## src/rtl/adbg_core_dbg_pkg.sv

```systemverilog
// Shared definitions for the per-core debug responder: register map, bit
// positions inside CTRL/HIT, FSM and access-decode encodings.
package adbg_core_dbg_pkg;

  localparam logic [15:0] ADDR_CTRL = 16'h0000;
  localparam logic [15:0] ADDR_HIT  = 16'h0004;
  localparam logic [15:0] ADDR_NPC  = 16'h2000;
  localparam logic [15:0] ADDR_PPC  = 16'h2004;

  localparam int CTRL_HALTED = 0;
  localparam int CTRL_SSTE   = 1;

  localparam int HIT_SSTH = 0;
  localparam int HIT_EBRK = 1;
  localparam int HIT_ERR  = 2;
  localparam int HIT_W    = 3;

  typedef enum logic [2:0] {
    ST_IDLE     = 3'd0,
    ST_RF_REQ   = 3'd1,
    ST_RF_ERR   = 3'd2,
    ST_RF_CAP   = 3'd3,
    ST_ACK      = 3'd4,
    ST_WAIT_LOW = 3'd5
  } state_e;

  typedef enum logic [2:0] {
    ACC_NONE = 3'd0,
    ACC_CTRL = 3'd1,
    ACC_HIT  = 3'd2,
    ACC_NPC  = 3'd3,
    ACC_PPC  = 3'd4,
    ACC_GPR  = 3'd5
  } acc_e;

  // Word-aligned address falls inside [base, base + 4*num).
  function automatic logic in_gpr_window(input logic [15:0] addr,
                                         input logic [15:0] base,
                                         input int unsigned num);
    logic [13:0] off;
    off = addr[15:2] - base[15:2];
    return (addr[15:2] >= base[15:2]) && ({18'd0, off} < num);
  endfunction

endpackage

```

## src/rtl/adbg_core_dbg_if.sv

```systemverilog
// Debug-interface CPU port lane: request/ack bus plus stall and breakpoint.
interface adbg_core_dbg_if;
  logic        dbg_stb_i;
  logic        dbg_we_i;
  logic [15:0] dbg_addr_i;
  logic [31:0] dbg_data_i;
  logic [31:0] dbg_data_o;
  logic        dbg_ack_o;
  logic        dbg_stall_i;
  logic        dbg_bp_o;

  modport master (
    output dbg_stb_i, dbg_we_i, dbg_addr_i, dbg_data_i, dbg_stall_i,
    input  dbg_data_o, dbg_ack_o, dbg_bp_o
  );

  modport slave (
    input  dbg_stb_i, dbg_we_i, dbg_addr_i, dbg_data_i, dbg_stall_i,
    output dbg_data_o, dbg_ack_o, dbg_bp_o
  );
endinterface

```

## src/rtl/adbg_core_dbg_unit.sv

```systemverilog
// CPU-side debug responder for one core: decodes debug register accesses,
// reaches GPR/NPC through the core register-file port and raises halt.
module adbg_core_dbg_unit
  import adbg_core_dbg_pkg::*;
#(
  parameter logic [15:0] GPR_BASE   = 16'h0400,
  parameter int unsigned NUM_GPR    = 32,
  parameter logic        RESET_SSTE = 1'b0
) (
  input  logic           cpu_clk_i,
  input  logic           cpu_rstn_i,
  adbg_core_dbg_if.slave dbg,
  output logic           core_halt_o,
  input  logic           core_halted_i,
  input  logic           core_ebreak_i,
  input  logic           core_retire_i,
  output logic           core_rf_req_o,
  output logic           core_rf_we_o,
  output logic [4:0]     core_rf_addr_o,
  output logic [31:0]    core_rf_wdata_o,
  input  logic [31:0]    core_rf_rdata_i,
  input  logic [31:0]    core_npc_i,
  input  logic [31:0]    core_ppc_i,
  output logic           core_npc_we_o
);

  state_e            state_r, state_n;
  acc_e              acc_s;
  logic [15:0]       addr_w_s;
  logic [4:0]        gpr_idx_s;
  logic              unused_addr_lsb_s;

  logic              sste_r, sste_n;
  logic [HIT_W-1:0]  hit_r, hit_n, hit_set_s, hit_clr_s, ev_mask_s;
  logic              pend_r, pend_n, ev_ssth_s;
  logic              halt_r;
  logic [31:0]       data_r, data_n;
  logic              ack_r;
  logic              acc_rd_r, acc_rd_n;
  logic              rf_ok_r, rf_ok_n;
  logic              rf_req_r, rf_req_n, rf_we_r, rf_we_n, npc_we_r, npc_we_n;
  logic [4:0]        rf_addr_r, rf_addr_n;
  logic [31:0]       rf_wdata_r, rf_wdata_n;
  logic [31:0]       ctrl_rd_s;

  assign addr_w_s          = {dbg.dbg_addr_i[15:2], 2'b00};
  assign unused_addr_lsb_s = ^dbg.dbg_addr_i[1:0];
  // Only the low five bits of the word offset select the GPR.
  assign gpr_idx_s         = dbg.dbg_addr_i[6:2] - GPR_BASE[6:2];
  assign ctrl_rd_s         = {30'd0, sste_r, core_halted_i};

  // Address decode into access class.
  always_comb begin
    acc_s = ACC_NONE;
    if (addr_w_s == ADDR_CTRL) begin
      acc_s = ACC_CTRL;
    end else if (addr_w_s == ADDR_HIT) begin
      acc_s = ACC_HIT;
    end else if (addr_w_s == ADDR_NPC) begin
      acc_s = ACC_NPC;
    end else if (addr_w_s == ADDR_PPC) begin
      acc_s = ACC_PPC;
    end else if (in_gpr_window(addr_w_s, GPR_BASE, NUM_GPR)) begin
      acc_s = ACC_GPR;
    end else begin
      acc_s = ACC_NONE;
    end
  end

  // Access FSM next state, register side effects and core strobes.
  always_comb begin
    state_n    = state_r;
    sste_n     = sste_r;
    data_n     = data_r;
    acc_rd_n   = acc_rd_r;
    rf_ok_n    = rf_ok_r;
    hit_set_s  = 3'b000;
    hit_clr_s  = 3'b000;
    rf_req_n   = 1'b0;
    rf_we_n    = 1'b0;
    rf_addr_n  = 5'd0;
    rf_wdata_n = 32'd0;
    npc_we_n   = 1'b0;
    case (state_r)
      ST_IDLE: begin
        if (dbg.dbg_stb_i) begin
          acc_rd_n = ~dbg.dbg_we_i;
          rf_ok_n  = core_halted_i;
          state_n  = ST_ACK;
          case (acc_s)
            ACC_CTRL: begin
              if (dbg.dbg_we_i) sste_n = dbg.dbg_data_i[CTRL_SSTE];
              else              data_n = ctrl_rd_s;
            end
            ACC_HIT: begin
              if (dbg.dbg_we_i) hit_clr_s = dbg.dbg_data_i[HIT_W-1:0];
              else              data_n    = {29'd0, hit_r};
            end
            ACC_NPC: begin
              if (core_halted_i) begin
                if (dbg.dbg_we_i) begin
                  npc_we_n   = 1'b1;
                  rf_wdata_n = dbg.dbg_data_i;
                end else begin
                  data_n = core_npc_i;
                end
              end else begin
                hit_set_s[HIT_ERR] = 1'b1;
                if (dbg.dbg_we_i) data_n = data_r;
                else              data_n = 32'd0;
              end
            end
            ACC_PPC: begin
              if (dbg.dbg_we_i) data_n = data_r;
              else              data_n = core_ppc_i;
            end
            ACC_GPR: begin
              if (core_halted_i) begin
                rf_req_n   = 1'b1;
                rf_we_n    = dbg.dbg_we_i;
                rf_addr_n  = gpr_idx_s;
                rf_wdata_n = dbg.dbg_we_i ? dbg.dbg_data_i : 32'd0;
                state_n    = ST_RF_REQ;
              end else begin
                hit_set_s[HIT_ERR] = 1'b1;
                state_n            = ST_RF_ERR;
              end
            end
            default: begin
              if (dbg.dbg_we_i) data_n = data_r;
              else              data_n = 32'd0;
            end
          endcase
        end else begin
          state_n = ST_IDLE;
        end
      end
      ST_RF_REQ:   state_n = ST_RF_CAP;
      ST_RF_ERR:   state_n = ST_RF_CAP;
      ST_RF_CAP: begin
        // Refused accesses keep the GPR ack latency but read back zero.
        if (acc_rd_r) data_n = rf_ok_r ? core_rf_rdata_i : 32'd0;
        else          data_n = data_r;
        state_n = ST_ACK;
      end
      ST_ACK:      state_n = ST_WAIT_LOW;
      ST_WAIT_LOW: begin
        if (dbg.dbg_stb_i) state_n = ST_WAIT_LOW;
        else               state_n = ST_IDLE;
      end
      default:     state_n = ST_IDLE;
    endcase
  end

  // Debug events; a new event overrides a coincident write-1-clear.
  always_comb begin
    ev_ssth_s           = core_retire_i & sste_r & ~dbg.dbg_stall_i;
    ev_mask_s           = 3'b000;
    ev_mask_s[HIT_EBRK] = core_ebreak_i;
    ev_mask_s[HIT_SSTH] = ev_ssth_s;
    hit_n  = (hit_r & ~hit_clr_s) | hit_set_s | ev_mask_s;
    pend_n = ~dbg.dbg_stall_i & (pend_r | core_ebreak_i | ev_ssth_s);
  end

  // State and output registers.
  always_ff @(posedge cpu_clk_i) begin
    if (!cpu_rstn_i) begin
      state_r    <= ST_IDLE;
      sste_r     <= RESET_SSTE;
      hit_r      <= 3'b000;
      pend_r     <= 1'b0;
      halt_r     <= 1'b0;
      data_r     <= 32'd0;
      ack_r      <= 1'b0;
      acc_rd_r   <= 1'b0;
      rf_ok_r    <= 1'b0;
      rf_req_r   <= 1'b0;
      rf_we_r    <= 1'b0;
      rf_addr_r  <= 5'd0;
      rf_wdata_r <= 32'd0;
      npc_we_r   <= 1'b0;
    end else begin
      state_r    <= state_n;
      sste_r     <= sste_n;
      hit_r      <= hit_n;
      pend_r     <= pend_n;
      halt_r     <= dbg.dbg_stall_i | pend_n;
      data_r     <= data_n;
      ack_r      <= (state_n == ST_ACK);
      acc_rd_r   <= acc_rd_n;
      rf_ok_r    <= rf_ok_n;
      rf_req_r   <= rf_req_n;
      rf_we_r    <= rf_we_n;
      rf_addr_r  <= rf_addr_n;
      rf_wdata_r <= rf_wdata_n;
      npc_we_r   <= npc_we_n;
    end
  end

  assign dbg.dbg_data_o  = data_r;
  assign dbg.dbg_ack_o   = ack_r;
  assign dbg.dbg_bp_o    = pend_r;
  assign core_halt_o     = halt_r;
  assign core_rf_req_o   = rf_req_r;
  assign core_rf_we_o    = rf_we_r;
  assign core_rf_addr_o  = rf_addr_r;
  assign core_rf_wdata_o = rf_wdata_r;
  assign core_npc_we_o   = npc_we_r;

endmodule

```

## src/flat_wrapper.sv

```systemverilog
// flat-port wrapper written by rule: the top's interface ports become plain ports
module adbg_core_dbg_unit_flat import adbg_core_dbg_pkg::*;
#(
  parameter logic [15:0] GPR_BASE   = 16'h0400,
  parameter int unsigned NUM_GPR    = 32,
  parameter logic        RESET_SSTE = 1'b0
)
  (cpu_clk_i, cpu_rstn_i, core_halt_o, core_halted_i, core_ebreak_i, core_retire_i, core_rf_req_o, core_rf_we_o, core_rf_addr_o, core_rf_wdata_o, core_rf_rdata_i, core_npc_i, core_ppc_i, core_npc_we_o, dbg_dbg_stb_i, dbg_dbg_we_i, dbg_dbg_addr_i, dbg_dbg_data_i, dbg_dbg_stall_i, dbg_dbg_data_o, dbg_dbg_ack_o, dbg_dbg_bp_o);
  adbg_core_dbg_if dbg_i ();
  input  logic cpu_clk_i;
  input  logic cpu_rstn_i;
  output logic core_halt_o;
  input  logic core_halted_i;
  input  logic core_ebreak_i;
  input  logic core_retire_i;
  output logic core_rf_req_o;
  output logic core_rf_we_o;
  output logic [4:0] core_rf_addr_o;
  output logic [31:0] core_rf_wdata_o;
  input  logic [31:0] core_rf_rdata_i;
  input  logic [31:0] core_npc_i;
  input  logic [31:0] core_ppc_i;
  output logic core_npc_we_o;
  input wire logic [$bits(dbg_i.dbg_stb_i)-1:0] dbg_dbg_stb_i;
  input wire logic [$bits(dbg_i.dbg_we_i)-1:0] dbg_dbg_we_i;
  input wire logic [$bits(dbg_i.dbg_addr_i)-1:0] dbg_dbg_addr_i;
  input wire logic [$bits(dbg_i.dbg_data_i)-1:0] dbg_dbg_data_i;
  input wire logic [$bits(dbg_i.dbg_stall_i)-1:0] dbg_dbg_stall_i;
  output wire logic [$bits(dbg_i.dbg_data_o)-1:0] dbg_dbg_data_o;
  output wire logic [$bits(dbg_i.dbg_ack_o)-1:0] dbg_dbg_ack_o;
  output wire logic [$bits(dbg_i.dbg_bp_o)-1:0] dbg_dbg_bp_o;
  assign dbg_i.dbg_stb_i = dbg_dbg_stb_i;
  assign dbg_i.dbg_we_i = dbg_dbg_we_i;
  assign dbg_i.dbg_addr_i = dbg_dbg_addr_i;
  assign dbg_i.dbg_data_i = dbg_dbg_data_i;
  assign dbg_i.dbg_stall_i = dbg_dbg_stall_i;
  assign dbg_dbg_data_o = dbg_i.dbg_data_o;
  assign dbg_dbg_ack_o = dbg_i.dbg_ack_o;
  assign dbg_dbg_bp_o = dbg_i.dbg_bp_o;
  adbg_core_dbg_unit #(.GPR_BASE(GPR_BASE), .NUM_GPR(NUM_GPR), .RESET_SSTE(RESET_SSTE)) u_core (.cpu_clk_i(cpu_clk_i), .cpu_rstn_i(cpu_rstn_i), .dbg(dbg_i), .core_halt_o(core_halt_o), .core_halted_i(core_halted_i), .core_ebreak_i(core_ebreak_i), .core_retire_i(core_retire_i), .core_rf_req_o(core_rf_req_o), .core_rf_we_o(core_rf_we_o), .core_rf_addr_o(core_rf_addr_o), .core_rf_wdata_o(core_rf_wdata_o), .core_rf_rdata_i(core_rf_rdata_i), .core_npc_i(core_npc_i), .core_ppc_i(core_ppc_i), .core_npc_we_o(core_npc_we_o));
endmodule
```

## config.mk

```make
export PLATFORM = sky130hd
export DESIGN_NAME = adbg_core_dbg_unit_flat
export DESIGN_NICKNAME = d
export VERILOG_FILES = /design/src/rtl/adbg_core_dbg_pkg.sv /design/src/rtl/adbg_core_dbg_if.sv /design/src/rtl/adbg_core_dbg_unit.sv /design/src/flat_wrapper.sv
export SDC_FILE = /design/constraint.sdc
export NUM_CORES = 1
export LEC_CHECK = 0
export ABC_AREA = 1
export CORE_UTILIZATION = 46
export CTS_CLUSTER_DIAMETER = 50
export CTS_CLUSTER_SIZE = 10
export DETAILED_ROUTE_END_ITERATION = 10
export PLACE_DENSITY = 0.91
export SYNTH_ARGS = -nofsm -noshare
export SYNTH_HDL_FRONTEND = slang
export SYNTH_SLANG_ARGS = --single-unit
```

## constraint.sdc

```tcl
create_clock -name cpu_clk_i -period 3.7 [get_ports cpu_clk_i]
set_input_delay 0.74 -clock cpu_clk_i [delete_from_list [all_inputs] [get_ports cpu_clk_i]]
set_output_delay 0.74 -clock cpu_clk_i [all_outputs]
set_load 0.05 [all_outputs]
```

# Word level (Yosys, flattened, before mapping)
# Index checks and enable logic that the tools add are counted.
# Widths: inputs -> output; s select.
[word_totals] wordCells=94 reg_bits=84 inputBits=152 output_inout_bits=75
[classes] add_sub_neg=1 reduce_logical=13 n_mux=31 bitwise=12 magnitude_cmp=2 n_eq_ne=21
[op_table] cell="$mux 32" count=9
[op_table] cell="$pmux 32 s5" count=1
[op_table] cell="$pmux 32 s2" count=1
[op_table] cell="$mux 3" count=12
[op_table] cell="$eq 14x12->1 const B" count=2
[op_table] cell="$logic_not 16->1" count=1
[op_table] cell="$eq 3x3->1 const B" count=5
[op_table] cell="$pmux 3 s5" count=1
[op_table] cell="$eq 14x1->1 const B" count=1
[op_table] cell="$ge 14x9->1 const B" count=1
[op_table] cell="$lt 14x6->1 const B" count=1
[op_table] cell="$sub 14x9->14 const B" count=1
[op_table] cell="$eq 3x2->1 const B" count=4
[op_table] cell="$reduce_and 5->1" count=2
[op_table] cell="$ne 3x3->1 const B" count=3
[op_table] cell="$reduce_and 4->1" count=2
[op_table] cell="$reduce_and 8->1" count=1
[op_table] cell="$eq 3x1->1 const B" count=2
[op_table] cell="$mux 1" count=6
[op_table] cell="$reduce_and 6->1" count=1
[op_table] cell="$ne 2x2->1 const B" count=2
[op_table] cell="$ne 4x4->1 const B" count=1
[op_table] cell="$reduce_or 2->1" count=2
[op_table] cell="$and 1x1->1" count=3
[op_table] cell="other kinds (12)" count=15

# Logic depth before layout (Yosys ltp)
[depth] word_depth=16 mapped_depth=13

# Least setup slack after synthesis
# Ideal clock, no wire load.
[synth_timing] path_kind="input -> register" from="input dbg_dbg_addr_i[7]" to="register u_core.data_r[24] (netlist: u_core.dbg.dbg_data_o[24])" setup_slack_ns=1.772 t_arrival_ns=1.816 setup_ns=0.111 stages=12 cell_sequence="nor2_1 -> nand2_1 -> inv_1 -> nand2_1 -> a22oi_1 -> buf_4 -> buf_4 -> nand2_1 -> nand3_1 -> nand2_1 -> nor2_1 -> nor2_1"
[synth_between] elab_chain_len=12 elab_cells_between_ends=27 cone_classes="1 x add/sub; 2 x order compare; 13 x eq/ne; 8 x mux; 3 x reduce/logical"
[synth_rtl] item="from (decl)" line_no="flat_wrapper.sv:26" rtl="input wire logic [$bits(dbg_i.dbg_addr_i)-1:0] dbg_dbg_addr_i;"
[synth_rtl] item="$sub 14x9->14" line_no="adbg_core_dbg_pkg.sv:41" rtl="off = addr[15:2] - base[15:2];"
[synth_rtl] item="$lt 14x6->1" line_no="adbg_core_dbg_pkg.sv:42" rtl="return (addr[15:2] >= base[15:2]) && ({18'd0, off} < num);"
[synth_rtl] item="$logic_and 1x1->1" line_no="adbg_core_dbg_pkg.sv:42"
[synth_rtl] item="$mux 3" line_no="adbg_core_dbg_unit.sv:63" rtl="end else if (in_gpr_window(addr_w_s, GPR_BASE, NUM_GPR)) begin"
[synth_rtl] item="$mux 3" line_no="adbg_core_dbg_unit.sv:61" rtl="end else if (addr_w_s == ADDR_PPC) begin"
[synth_rtl] item="$mux 3" line_no="adbg_core_dbg_unit.sv:59" rtl="end else if (addr_w_s == ADDR_NPC) begin"
[synth_rtl] item="$mux 3" line_no="adbg_core_dbg_unit.sv:57" rtl="end else if (addr_w_s == ADDR_HIT) begin"
[synth_rtl] item="$mux 3 *" line_no="adbg_core_dbg_unit.sv:55" rtl="if (addr_w_s == ADDR_CTRL) begin"
[synth_rtl] item="$eq 3x3->1 (tied with other cells)" line_no="adbg_core_dbg_unit.sv:90" rtl="case (acc_s)"
[synth_rtl] item="$pmux 32 s5" line_no="adbg_core_dbg_unit.sv:90"
[synth_rtl] item="$mux 32" line_no="adbg_core_dbg_unit.sv:86" rtl="if (dbg.dbg_stb_i) begin"
[synth_rtl] item="$pmux 32 s2" line_no="adbg_core_dbg_unit.sv:84" rtl="case (state_r)"
[synth_rtl] item="to (signal assigned)" line_no="adbg_core_dbg_unit.sv:188" rtl="data_r <= data_n;"
[synth_rtl] item="to (decl)" line_no="adbg_core_dbg_unit.sv:37" rtl="logic [31:0] data_r, data_n;"
# Every way passes the cells marked *; elsewhere a longest branch is shown, timed or not. The select of a mux whose other input is x is not followed.
# A chain may end at the register's enable or synchronous reset.

# Worst setup path in the final report
[layout_timing] from="input dbg_dbg_addr_i[6]" to="register u_core.data_r[28] (netlist: u_core.dbg.dbg_data_o[28])"
# The elaborated chain is that of the path after synthesis.

==> impl_metrics.csv <==
group,metric,value,unit
grt,met1_usage,33.2,%
run_status,status,"complete, no violations",
setup_path,worstSetupStartpointType,"input port",
finish,antenna_cells,0,
grt,grt_util_met2,48.2,%
sta,min_period_over_period,75.7,%
cts,post-cts-setup-buffers,0,
logic_synthesis,synth_area_leaders,"dfxtp_1 33%, nand2_1 22%, nand3_1 10%, inv_1 8.9%, nor2_1 6.7%",
cts,h-tree-depth,3,
pwr,clockPowerShare,22.5,%
grt,grt_pass1_vias,5336,
routing,drtPass1Iterations,5,
cts,clk_pin_slew_worst_paths,0.09,ns
logic_synthesis,syn_area,0.00517,sq mm
cts,cts.sinks,84,
hold_path,hold_class,"reg -> reg",
pwr,pwr-share-comb,42.5,%
logic_synthesis,synth_cell_types,32,
pwr,p_leak,3.54,nW
sta,worst_pin_slew,1.11,ns
floorplanning,coreArea,0.0109,sq mm
sta,final-hold-violation-count,0,
floorplanning,die-area,0.0117,sq mm
sta,finalSetupViolations,0,
pwr,swShare,39.9,%
pwr,pwr-share-seq,35.0,%
pwr,internal_power,0.00191,W
placed_design,dp_slack,0.554,ns
setup_path,critPathKind,"in -> reg",
sta,min_period,2.80,ns
logic_synthesis,yosys_warnings,0,
logic_synthesis,synth_top_area_share,32.5,%
pwr,ir_worst_vdd,0.322,mV
grt,grt_max_degree,62,
grt,grt_antenna_before_repair,0,
sta,rsz0062_at_grt,"false",
sta,skew,0.00694,ns
logic_synthesis,synth-seq-area-share,32.5,%
setup_path,crit_arrival,3.07,ns
grt,use_met3,5.85,%
logic_synthesis,yosys.area.top_type,"dfxtp_1",
finish,drive_above_1_share,7.20,%
setup_path,critPathCaptureType,"flip-flop",
grt,grt.overflow.total,0,
sta,relSlewSlack,26.1,%
sta,drv_slew,0,
pwr,p_per_area,420,mW/mm^2
logic_synthesis,synthCells,870,
logic_synthesis,synth_seq_cells,84,
routing,route.detailed.drc,0,
floorplanning,initial_core_util,47.5,%
logic_synthesis,ys_async_sr_fraction,0,%
routing,vias,5787,
routing,drt_iter0_markers,384,
routing,viasPerCell,4.78,
routing,antenna_left,0,
sta,setup-tns-final,0,ns
placed_design,dp_hpwl,11300,um
floorplanning,num_rows,38,
placed_design,gp_congestion,0.831,
logic_synthesis,synthFlopType,"dfxtp_1",
setup_path,required,3.97,ns
sta,setup_ws,0.899,ns
finish,syn_to_final_growth,46.7,%
finish,finalNetCount,1217,
grt,grt_pass1_wl,25500,um
logic_synthesis,syn_area_per_cell,5.94,sq um
sta,max_freq,357,MHz
logic_synthesis,syn-num-nets,1022,
cts,cts_made_buffers,9,
cts,root_buffer,"clkbuf_8",
grt,track_usage,27.9,%
cts,hold_buffers,0,
cts,clk_latency,0.37,ns
logic_synthesis,synth_most_common_cell,"nand2_1",
logic_synthesis,synth_edf_count,0,
cts,cts_tree,"yes",
floorplanning,fp.dieW,108,um
routing,routedWlPerCell,13.1,um
cts,clk_path_buf_depth,2,
routing,wirelength,15900,um
logic_synthesis,synthTopCellsByCount,"306 x nand2_1, 123 x inv_1, 106 x nand3_1",
floorplanning,die_h,108,um
floorplanning,num_io_pins,227,
cts,cts_resized,0,
pwr,switchingPower,0.00127,W
run,cap_violations,0,
grt,busiest_layer,"met2",
setup_path,cp_max_fo,61,
placed_design,io_buffers,224,
## sequential cells by signal, summed over array words and instances (netlist names)
name                    count
u_core.sste_r               1
u_core.acc_rd_r             1
u_core.core_npc_we_o        1
u_core.dbg.dbg_bp_o         1
u_core.dbg.dbg_data_o      32
u_core.dbg.dbg_ack_o        1
u_core.rf_ok_r              1
u_core.state_r              3
u_core.core_rf_we_o         1
u_core.core_halt_o          1
u_core.core_rf_addr_o       5
u_core.core_rf_wdata_o     32
u_core.core_rf_req_o        1
u_core.hit_r                3
## worst paths after layout
check / start / endpoint / slack (ns) / cells past startpoint
setup / recovery: dbg_dbg_addr_i[6] / u_core.dbg.dbg_data_o[28] / 0.90 / 11
hold / removal: u_core.hit_r[2] / u_core.hit_r[2] / 0.49 / 2
setup reg to reg: u_core.state_r[0] / u_core.dbg.dbg_data_o[20] / 1.32 / 9
hold reg to reg: u_core.hit_r[2] / u_core.hit_r[2] / 0.49 / 2
## logic make-up (layout without fill, tap and decap cells)
logic type             Yosys count  count (layout)  synth area share, %
and+or+nand+nor                559             559                 46.5
AOI/OAI and AO/OA               51              51                 5.52
buffers and inverters          176             376                 15.4
DFF                             84              84                 32.5
## cell type report
cell class | count | area [sq um]
Inverter | 125 | 469
Multi-Input combinational cell | 610 | 2720
Sequential cell | 84 | 1680
Fill cell | 908 | 3300
Tap cell | 140 | 175
Clock inverter | 4 | 55.1
Timing Repair Buffer | 235 | 2320
Clock buffer | 12 | 165
## through the flow
step | total power [W] | utilization (%) | instance area, sq um | cells | hold slack [ns]
after floorplan | 0.00204 | - | 5170 | 870 | 0.444
after global routing | 0.00339 | 69.7 | 7580 | 1210 | 0.519
after CTS | 0.00321 | 69.7 | 7580 | 1210 | 0.485
after global placement | 0.00245 | 67.6 | 7360 | 1194 | 0.457
final | 0.00319 | 69.7 | 7580 | 1210 | 0.491
after detailed placement | 0.00248 | 67.6 | 7360 | 1194 | 0.470
## power by group through the flow
stage	combinational (W)	clock (W)	sequential [W]
after floorplan	0.000570	0	0.00147
after global placement	0.00132	0	0.00113
after detailed placement	0.00135	0	0.00114
after CTS	0.00136	0.000739	0.00111
after global routing	0.00148	0.000772	0.00113
final	0.00135	0.000717	0.00112
## critical path: stages
cell             delay, ns
clkdlybuf4s50_1       0.44
nor2_1                0.14
nand2_1               0.16
nor2_4                0.49
nand4_1               0.16
nand2_1               0.12
nor2_2                0.06
nand2_4               0.44
nand2_1               0.14
nand2_1               0.11
nor2_1                0.05
## routing by layer
layer	up-vias	wire length (um)
met3	34	1080
met4	0	444
met2	230	7780
met5	-	0
li1	3031	-
met1	2492	6560
## placed cells by master, fill, tap and decap left out, types with 4 or more instances in the layout
cell,count
clkbuf_8,12
nor3_1,4
nor2_1,91
clkdlybuf4s50_1,223
dfxtp_1,84
o21ai_0,34
buf_4,11
nor2_2,33
a21oi_1,8
nand3_1,106
nand2_1,306
nor2_4,6
inv_1,123
nand4_1,5
Power figures use the tool's default switching activity.
